<file path="config.mk">
export PLATFORM = sky130hd
export DESIGN_NAME = hpu_ctrl_regs
export DESIGN_NICKNAME = d
export VERILOG_FILES = /design/src/rtl/hpu_pkg.sv /design/src/rtl/axil_slave_fsm.sv /design/src/rtl/hpu_ctrl_regs.sv
export SDC_FILE = /design/constraint.sdc
export NUM_CORES = 1
export LEC_CHECK = 0
export ABC_AREA = 0
export BUFFER_PORTS_ARGS = -buffer_cell sky130_fd_sc_hd__buf_2
export CAP_MARGIN = 20
export CELL_PAD_IN_SITES_DETAIL_PLACEMENT = 0
export CELL_PAD_IN_SITES_GLOBAL_PLACEMENT = 2
export CORE_ASPECT_RATIO = 0.8
export CORE_MARGIN = 1.5
export CORE_UTILIZATION = 30
export DETAILED_ROUTE_END_ITERATION = 6
export PLACE_DENSITY_LB_ADDON = 0.1
export SETUP_SLACK_MARGIN = 0.1
export SLEW_MARGIN = 10
export SYNTH_ARGS = -nofsm -noshare
export SYNTH_HDL_FRONTEND = slang
export SYNTH_HIERARCHICAL = 1
export SYNTH_SLANG_ARGS = --single-unit
</file>
<file path="constraint.sdc">
create_clock -name clk -period 4.6 [get_ports clk]
set_input_delay 0.92 -clock clk [delete_from_list [all_inputs] [get_ports clk]]
set_output_delay 0.92 -clock clk [all_outputs]
set_load 0.02 [all_outputs]
</file>
<file path="src/rtl/hpu_pkg.sv">
// rtl/hpu_pkg.sv - shared constants, state encodings and helpers for the HPU control registers
// Contents: register byte offsets (within the 1 KiB register page), CTRL/STATUS bit
// indices, AXI response codes, AXI-Lite slave FSM state type, byte-strobe merge helper.
package hpu_pkg;

  localparam logic [9:0] CTRL_OFS     = 10'h000;
  localparam logic [9:0] STATUS_OFS   = 10'h004;
  localparam logic [9:0] NGRAM_OFS    = 10'h008;
  localparam logic [9:0] WINDOW_OFS   = 10'h00C;
  localparam logic [9:0] CONTROL_OFS  = 10'h010;
  localparam logic [9:0] ITEM_NUM_OFS = 10'h014;
  localparam logic [9:0] VERSION_OFS  = 10'h018;
  localparam logic [9:0] IRQ_EN_OFS   = 10'h01C;

  localparam int CTRL_MATW   = 0;
  localparam int CTRL_RUN    = 1;
  localparam int CTRL_LAST   = 2;
  localparam int STATUS_BUSY = 0;
  localparam int STATUS_DONE = 1;

  localparam logic [1:0] RESP_OKAY   = 2'b00;
  localparam logic [1:0] RESP_SLVERR = 2'b10;

  typedef enum logic [2:0] {
    ST_INI = 3'd0,
    ST_AW  = 3'd1,
    ST_W   = 3'd2,
    ST_AWW = 3'd3,
    ST_AR1 = 3'd4,
    ST_AR2 = 3'd5
  } axil_state_t;

  // Replace only the bytes whose strobe is set.
  function automatic logic [31:0] strb_merge(input logic [31:0] old_val,
                                             input logic [31:0] new_val,
                                             input logic [3:0]  strb);
    logic [31:0] m;
    m = {{8{strb[3]}}, {8{strb[2]}}, {8{strb[1]}}, {8{strb[0]}}};
    return (old_val & ~m) | (new_val & m);
  endfunction

endpackage

</file>
<file path="src/rtl/axil_slave_fsm.sv">
// rtl/axil_slave_fsm.sv - AXI4-Lite slave handshake FSM for the HPU register block
// Ports: clk, rst (async, active-high); AXI-Lite AW/W/B/AR/R channel signals;
// wr_commit/wr_addr/wr_data/wr_strb (one-cycle write strobe to the register file, with
// wr_err returned for BRESP); rd_req/rd_addr (read lookup during AR1, with rd_data/rd_err).
module axil_slave_fsm
  import hpu_pkg::*;
#(
  parameter int ADDR_W = 12
) (
  input  logic              clk,
  input  logic              rst,
  input  logic [ADDR_W-1:0] awaddr,
  input  logic              awvalid,
  output logic              awready,
  input  logic [31:0]       wdata,
  input  logic [3:0]        wstrb,
  input  logic              wvalid,
  output logic              wready,
  output logic [1:0]        bresp,
  output logic              bvalid,
  input  logic              bready,
  input  logic [ADDR_W-1:0] araddr,
  input  logic              arvalid,
  output logic              arready,
  output logic [31:0]       rdata,
  output logic [1:0]        rresp,
  output logic              rvalid,
  input  logic              rready,
  output logic              wr_commit,
  output logic [ADDR_W-1:0] wr_addr,
  output logic [31:0]       wr_data,
  output logic [3:0]        wr_strb,
  input  logic              wr_err,
  output logic              rd_req,
  output logic [ADDR_W-1:0] rd_addr,
  input  logic [31:0]       rd_data,
  input  logic              rd_err
);

  axil_state_t       state;
  logic [ADDR_W-1:0] aw_addr_q;
  logic [31:0]       w_data_q;
  logic [3:0]        w_strb_q;
  logic [ADDR_W-1:0] ar_addr_q;

  assign awready = (state == ST_INI) || (state == ST_W);
  assign wready  = (state == ST_INI) || (state == ST_AW);
  assign arready = (state == ST_INI);
  assign bvalid  = (state == ST_AWW);
  assign rvalid  = (state == ST_AR2);

  // Commit fires only on the transition into AWW, so a stalled BREADY cannot re-write.
  assign wr_commit = ((state == ST_INI) && awvalid && wvalid) ||
                     ((state == ST_AW)  && wvalid) ||
                     ((state == ST_W)   && awvalid);

  // Whichever half arrived first comes from its capture register, the other is live.
  assign wr_addr = (state == ST_AW) ? aw_addr_q : awaddr;
  assign wr_data = (state == ST_W)  ? w_data_q  : wdata;
  assign wr_strb = (state == ST_W)  ? w_strb_q  : wstrb;

  assign rd_req  = (state == ST_AR1);
  assign rd_addr = ar_addr_q;

  always_ff @(posedge clk or posedge rst) begin
    if (rst) begin
      state     <= ST_INI;
      aw_addr_q <= '0;
      w_data_q  <= '0;
      w_strb_q  <= '0;
      ar_addr_q <= '0;
      rdata     <= '0;
      rresp     <= RESP_OKAY;
      bresp     <= RESP_OKAY;
    end else begin
      if (wr_commit) bresp <= wr_err ? RESP_SLVERR : RESP_OKAY;
      case (state)
        ST_INI: begin
          if (awvalid && wvalid) begin
            state <= ST_AWW;
          end else if (awvalid) begin
            aw_addr_q <= awaddr;
            state     <= ST_AW;
          end else if (wvalid) begin
            w_data_q <= wdata;
            w_strb_q <= wstrb;
            state    <= ST_W;
          end else if (arvalid) begin
            ar_addr_q <= araddr;
            state     <= ST_AR1;
          end
        end
        ST_AW:  if (wvalid)  state <= ST_AWW;
        ST_W:   if (awvalid) state <= ST_AWW;
        ST_AWW: if (bready)  state <= ST_INI;
        ST_AR1: begin
          rdata <= rd_data;
          rresp <= rd_err ? RESP_SLVERR : RESP_OKAY;
          state <= ST_AR2;
        end
        ST_AR2: if (rready)  state <= ST_INI;
        default: state <= ST_INI;
      endcase
    end
  end

endmodule

</file>
<file path="src/rtl/hpu_ctrl_regs.sv">
// rtl/hpu_ctrl_regs.sv - HPU AXI4-Lite control/status register block
// Ports: clk, rst (async, active-high); S_AXI_* AXI4-Lite slave; mat_we/exe_busy/exe_done
// from the datapath; matw/run/last control levels; addr_j (n-gram), addr_i (window),
// item_num, control (scratch). Optional macro HPU_CTRL_IRQ_EN adds irq output and IRQ_EN reg.
module hpu_ctrl_regs
  import hpu_pkg::*;
#(
  parameter int          ADDR_W     = 12,
  parameter int          NGRAM_W    = 20,
  parameter int          ITEM_W     = 16,
  parameter int          NGRAM_DEF  = 2,
  parameter int          WINDOW_DEF = 7,
  parameter int          ITEM_DEF   = 99,
  parameter logic [31:0] VERSION    = 32'h0001_0000
) (
  input  logic               clk,
  input  logic               rst,
  input  logic [ADDR_W-1:0]  S_AXI_AWADDR,
  input  logic               S_AXI_AWVALID,
  output logic               S_AXI_AWREADY,
  input  logic [31:0]        S_AXI_WDATA,
  input  logic [3:0]         S_AXI_WSTRB,
  input  logic               S_AXI_WVALID,
  output logic               S_AXI_WREADY,
  output logic [1:0]         S_AXI_BRESP,
  output logic               S_AXI_BVALID,
  input  logic               S_AXI_BREADY,
  input  logic [ADDR_W-1:0]  S_AXI_ARADDR,
  input  logic               S_AXI_ARVALID,
  output logic               S_AXI_ARREADY,
  output logic [31:0]        S_AXI_RDATA,
  output logic [1:0]         S_AXI_RRESP,
  output logic               S_AXI_RVALID,
  input  logic               S_AXI_RREADY,
  input  logic               mat_we,
  input  logic               exe_busy,
  input  logic               exe_done,
  output logic               matw,
  output logic               run,
  output logic               last,
  output logic [NGRAM_W-1:0] addr_j,
  output logic [NGRAM_W-1:0] addr_i,
  output logic [ITEM_W-1:0]  item_num,
  output logic [31:0]        control
`ifdef HPU_CTRL_IRQ_EN
  ,
  output logic               irq
`endif
);

  logic              wr_commit;
  logic [ADDR_W-1:0] wr_addr;
  logic [31:0]       wr_data;
  logic [3:0]        wr_strb;
  logic              wr_err;
  logic              rd_req;
  logic [ADDR_W-1:0] rd_addr;
  logic [31:0]       rd_data;
  logic              rd_err;

  logic              done;
  logic [ITEM_W-1:0] load_cnt;
`ifdef HPU_CTRL_IRQ_EN
  logic              irq_en;
`endif

  axil_slave_fsm #(.ADDR_W(ADDR_W)) u_fsm (
    .clk       (clk),
    .rst       (rst),
    .awaddr    (S_AXI_AWADDR),
    .awvalid   (S_AXI_AWVALID),
    .awready   (S_AXI_AWREADY),
    .wdata     (S_AXI_WDATA),
    .wstrb     (S_AXI_WSTRB),
    .wvalid    (S_AXI_WVALID),
    .wready    (S_AXI_WREADY),
    .bresp     (S_AXI_BRESP),
    .bvalid    (S_AXI_BVALID),
    .bready    (S_AXI_BREADY),
    .araddr    (S_AXI_ARADDR),
    .arvalid   (S_AXI_ARVALID),
    .arready   (S_AXI_ARREADY),
    .rdata     (S_AXI_RDATA),
    .rresp     (S_AXI_RRESP),
    .rvalid    (S_AXI_RVALID),
    .rready    (S_AXI_RREADY),
    .wr_commit (wr_commit),
    .wr_addr   (wr_addr),
    .wr_data   (wr_data),
    .wr_strb   (wr_strb),
    .wr_err    (wr_err),
    .rd_req    (rd_req),
    .rd_addr   (rd_addr),
    .rd_data   (rd_data),
    .rd_err    (rd_err)
  );

  function automatic logic ofs_mapped(input logic [9:0] ofs);
    logic hit;
    hit = (ofs == CTRL_OFS)    || (ofs == STATUS_OFS)   || (ofs == NGRAM_OFS) ||
          (ofs == WINDOW_OFS)  || (ofs == CONTROL_OFS)  || (ofs == ITEM_NUM_OFS) ||
          (ofs == VERSION_OFS);
`ifdef HPU_CTRL_IRQ_EN
    hit = hit || (ofs == IRQ_EN_OFS);
`endif
    return hit;
  endfunction

  // Write decode: addresses outside page 0 alias nothing.
  logic       wr_ok;
  logic       we_ctrl, w1c_done, we_ngram, we_window, we_control, we_item;
  logic [9:0] wr_ofs;

  assign wr_ofs     = wr_addr[9:0];
  assign wr_ok      = (wr_addr[ADDR_W-1:10] == '0) && ofs_mapped(wr_ofs);
  assign wr_err     = !wr_ok;
  assign we_ctrl    = wr_commit && wr_ok && (wr_ofs == CTRL_OFS) && wr_strb[0];
  assign w1c_done   = wr_commit && wr_ok && (wr_ofs == STATUS_OFS) && wr_strb[0] &&
                      wr_data[STATUS_DONE];
  assign we_ngram   = wr_commit && wr_ok && (wr_ofs == NGRAM_OFS);
  assign we_window  = wr_commit && wr_ok && (wr_ofs == WINDOW_OFS);
  assign we_control = wr_commit && wr_ok && (wr_ofs == CONTROL_OFS);
  assign we_item    = wr_commit && wr_ok && (wr_ofs == ITEM_NUM_OFS);

  // Last expected item-memory word: drop matw so loading stops by itself.
  logic auto_clr;
  assign auto_clr = matw && mat_we && (load_cnt == item_num);

  always_ff @(posedge clk or posedge rst) begin
    if (rst) begin
      matw     <= 1'b0;
      run      <= 1'b0;
      last     <= 1'b0;
      done     <= 1'b0;
      load_cnt <= '0;
      addr_j   <= NGRAM_W'(NGRAM_DEF);
      addr_i   <= NGRAM_W'(WINDOW_DEF);
      item_num <= ITEM_W'(ITEM_DEF);
      control  <= '0;
    end else begin
      // A host CTRL write on the same edge as auto-clear takes precedence.
      if (we_ctrl) begin
        matw <= wr_data[CTRL_MATW];
        run  <= wr_data[CTRL_RUN];
        last <= wr_data[CTRL_LAST];
      end else if (auto_clr) begin
        matw <= 1'b0;
      end

      if (!matw || auto_clr) load_cnt <= '0;
      else if (mat_we)       load_cnt <= load_cnt + ITEM_W'(1);

      // A new completion beats a simultaneous write-1-to-clear.
      if (exe_done)      done <= 1'b1;
      else if (w1c_done) done <= 1'b0;

      if (we_ngram)   addr_j   <= NGRAM_W'(strb_merge(32'(addr_j), wr_data, wr_strb));
      if (we_window)  addr_i   <= NGRAM_W'(strb_merge(32'(addr_i), wr_data, wr_strb));
      if (we_control) control  <= strb_merge(control, wr_data, wr_strb);
      if (we_item)    item_num <= ITEM_W'(strb_merge(32'(item_num), wr_data, wr_strb));
    end
  end

`ifdef HPU_CTRL_IRQ_EN
  always_ff @(posedge clk or posedge rst) begin
    if (rst) begin
      irq_en <= 1'b0;
      irq    <= 1'b0;
    end else begin
      if (wr_commit && wr_ok && (wr_ofs == IRQ_EN_OFS) && wr_strb[0]) irq_en <= wr_data[0];
      irq <= done && irq_en;
    end
  end
`endif

  // Read lookup, sampled by the FSM during AR1.
  logic [9:0] rd_ofs;
  assign rd_ofs = rd_addr[9:0];

  always_comb begin
    rd_data = '0;
    rd_err  = 1'b0;
    if (rd_req) begin
      if (rd_addr[ADDR_W-1:10] != '0) begin
        rd_err = 1'b1;
      end else begin
        case (rd_ofs)
          CTRL_OFS:     rd_data = {29'b0, last, run, matw};
          STATUS_OFS:   rd_data = {30'b0, done, exe_busy};
          NGRAM_OFS:    rd_data = 32'(addr_j);
          WINDOW_OFS:   rd_data = 32'(addr_i);
          CONTROL_OFS:  rd_data = control;
          ITEM_NUM_OFS: rd_data = 32'(item_num);
          VERSION_OFS:  rd_data = VERSION;
`ifdef HPU_CTRL_IRQ_EN
          IRQ_EN_OFS:   rd_data = {31'b0, irq_en};
`endif
          default:      rd_err  = 1'b1;
        endcase
      end
    end
  end

endmodule
</file>
==> out/metrics.csv <==
stage,metric,value,unit
power_and_ir_drop,Logic pwr share,25.0,%
synth,sequential area share after synthesis,52.2,%
power_and_ir_drop,sequential share of power,41.0,%
grt,gr usage total,18.4,%
cts,worst-skew pair later-pin latency,0.52,ns
sta,clk_skew,0.0110,ns
critical_path,cells along the critical path,"nor2_1, and2_1, mux2_2, nor4_2, and3_1, and4_1, mux2_2",
critical_path,Worst R2R Path Depth,7,
sta,Period minus WS final,3.48,ns
final_layout,"Core Util, Final",37.3,%
route,DR vias/cell,4.81,
power_and_ir_drop,PD cells,473,nW/um2
sta,"Slew Viols, Final",0,
route,final wirelength,30900,um
job,Max-Cap Viols,0,
critical_path,cell mode on critical path,mux2_2,
worst_hold_path,worst min path class,register to register,
cts,Clock Sink Count,205,
floorplan,DIE AREA,33900,um2
cts,Worst-path clk slew,0.06,ns
sta,setup ws final,1.12,ns
final_layout,Nets,1013,
route,DRC violations left,0,
power_and_ir_drop,Max IR drop VDD,0.208,mV
cts,CTS Buf Count,24,
floorplan,Top Ports,202,
synth,Mapped Area,9850,um2
sta,Max Freq,0.287,GHz
grt,global route hottest layer,met1,
sta,final worst path period share,75.7,%
cts,Root Buffer,clkbuf_16,
grt,first-pass GRT wire length,46400,um
critical_path,RR Startpoint,u_fsm/state[1]$_DFFE_PP0P_,
critical_path,Critical Path RT,5.00,ns
power_and_ir_drop,Pint,3.92,mW
critical_path,reg-to-reg setup timing slack,1.12,ns
worst_hold_path,Hold Crit Depth,1,
cts,post-CTS setup buffer count,0,
cts,H-tree depth,1,
floorplan,die height,165,um
critical_path,crit path kind,register to register,
grt,met1 Use GR,27.9,%
synth,dominant synthesized flop cell,dfrtp_1,
power_and_ir_drop,Sw Pwr,1.79,mW
synth,Cells after Synth,740,
floorplan,row cnt,59,
cts,clk buf depth,3,
sta,hold_ws,0.484,ns
synth,Synth cell types,64,
route,via count,6669,
placement,gp weighted congestion,0.736,
grt,met3 usage,3.61,%
power_and_ir_drop,total leakage power,5.89,nW
route,DR pass1 iterations,4,
critical_path,worst-path fanout max,14,
worst_hold_path,Min-Delay Startpoint,u_fsm/rdata[29]$_DFFE_PP0P_,
sta,RSZ-0062 raised after global routing,false,
grt,initial antenna violation count,3,
final_layout,Filler cells,3246,
grt,M2 GR Usage,27.2,%
critical_path,family with the most delay on the worst path,simple AND/OR/NAND/NOR gates,
route,1st-iter DRT viols,297,
final_layout,share of layout cells above drive strength 1,52.5,%
sta,setup TNS,0,ns
critical_path,slowest cell on the critical path,and4_1,
critical_path,max incr delay on CP,0.63,ns
critical_path,CP startpoint,u_fsm/state[1]$_DFFE_PP0P_,
cts,TritonCTS clock tree,built,
synth,number of synthesized flops with an enable pin,0,
cts,Post-CTS Resized,0,
placement,DP Worst Slack,1.04,ns
sta,Relative slew margins,27.5,%
sta,Hold Fails Final Rpt,0,
synth,top cell type's share of synthesized area,50.1,%
synth,Syn Area/Cell,13.3,um2
grt,vias in the first global route,6983,
sta,# setup viols final,0,
route,remaining antenna violation count after routing,0,
synth,post-synth top area cell,dfrtp_1,
critical_path,CP startpoint kind,register,
route,drt wl/cell,22.3,um
sta,worst slew pin tran,1.08,ns
worst_hold_path,hold path endpoint,u_fsm/rdata[29]$_DFFE_PP0P_,
placement,Port Buf Inserts,199,
critical_path,Worst path depth,7,
final_layout,P&R area growth vs syn,22.6,%
critical_path,Crit. End Element,register,
floorplan,chip width,206,um
grt,largest net degree at the start of global routing,98,
floorplan,core box area,32400,um2
floorplan,Initial Util,30.4,%
cts,cts hold-fix bufs,0,
placement,DP HPWL,21500,um
synth,#FFs+latches synth,205,
final_layout,"commonest non-fill, non-tap cell in the layout",mux2_2,
critical_path,CP arrival,3.88,ns
power_and_ir_drop,clock share of power,34.0,%
synth,largest cells by area after synthesis,"dfrtp_1 (50%), mux2_2 (25%), dfstp_2 (2.1%)",
final_layout,most frequent cells in the layout,"mux2_2 (220), buf_2 (199), dfrtp_1 (197), nor2_1 (44), clkbuf_16 (25)",
run_status,status,"finished, final reports clean",
power_and_ir_drop,Sw Ratio,31.3,%
critical_path,Bufs and invs on worst path,0,
synth,warnings from Yosys,6,
grt,total gr overflow,0,
synth,post-synthesis async set-or-reset flop share,100,%
## layout make-up
type | instances | area (um2) | area share (%)
inverters | 6 | 27.5 | 0.228
clock inverters | 5 | 50.0 | 0.415
clock buffers | 38 | 744 | 6.17
diodes | 1 | 2.50 | 0.0207
repair buffers | 210 | 1100 | 9.14
flip-flops and latches | 205 | 5140 | 42.6
multi-input cells | 495 | 4470 | 37.0
well taps | 427 | 534 | 4.43
## stage by stage
| step | instances | total power, mW | area, um2 |
|---|---|---|---|
| after floorplan | 741 | 3.37 | 9850 |
| after global placement | 1343 | 3.80 | 11300 |
| after detailed placement | 1343 | 3.82 | 11300 |
| after CTS | 1386 | 5.79 | 12100 |
| after global routing | 1386 | 6.01 | 12100 |
| final | 1387 | 5.70 | 12100 |
## power groups by stage
stage | registers [mW] | clock network (mW) | logic (mW)
finish | 2.34 | 1.94 | 1.43
global route | 2.38 | 2.07 | 1.56
floorplan | 2.29 | 0 | 1.08
CTS | 2.34 | 2.00 | 1.46
detailed placement | 2.37 | 0 | 1.45
global placement | 2.36 | 0 | 1.44
## cell usage after synthesis, drive strengths merged, types with 7 or more instances
| library cell | number |
|---|---|
| dfstp | 8 |
| nand2 | 24 |
| o21ai | 7 |
| mux2i | 20 |
| xor2 | 23 |
| nor3 | 10 |
| mux2 | 232 |
| buf | 27 |
| nor2 | 51 |
| a22oi | 18 |
| dfrtp | 197 |
| clkbuf | 8 |
| and2 | 16 |
| nand3 | 9 |
| o22a | 15 |
## worst max path at each step
stage	endpoint	slack, ns
2_1_floorplan	asynchronous set/reset pin	0.85
3_3_place_gp	register	1.12
3_5_place_dp	register	1.04
4_1_cts	register	1.01
5_1_grt	register	0.79
6_report	register	1.12
## metal layers
layer,vias up,wire (um),part of all wire [%]
met5,-,44,0.14
li1,3087,-,-
met3,33,1610,5.2
met2,155,13200,43
met1,3388,15700,51
met4,6,400,1.3
## worst register-to-register path, cell delays in order (launching register included)
cell	delay [ns]
dfrtp_1	0.58
nor2_1	0.19
and2_1	0.49
mux2_2	0.41
nor4_2	0.31
and3_1	0.34
and4_1	0.63
mux2_2	0.41
## cells by family (layout without fill, tap and decap cells)
kind of cell | after synthesis | count (layout) | synth area share [%]
muxes | 253 | 253 | 28.8
DFF | 205 | 205 | 52.2
and+or+nand+nor | 147 | 147 | 8.68
AOI/OAI and AO/OA | 63 | 63 | 5.03
buffers and inverters | 41 | 259 | 2.52
xor gates and xnor gates | 29 | 29 | 2.58
adders and majority gates | 1 | 1 | 0.127
other | 1 | 3 | 0.0381
Note: power is estimated with default switching activity, not from simulation.
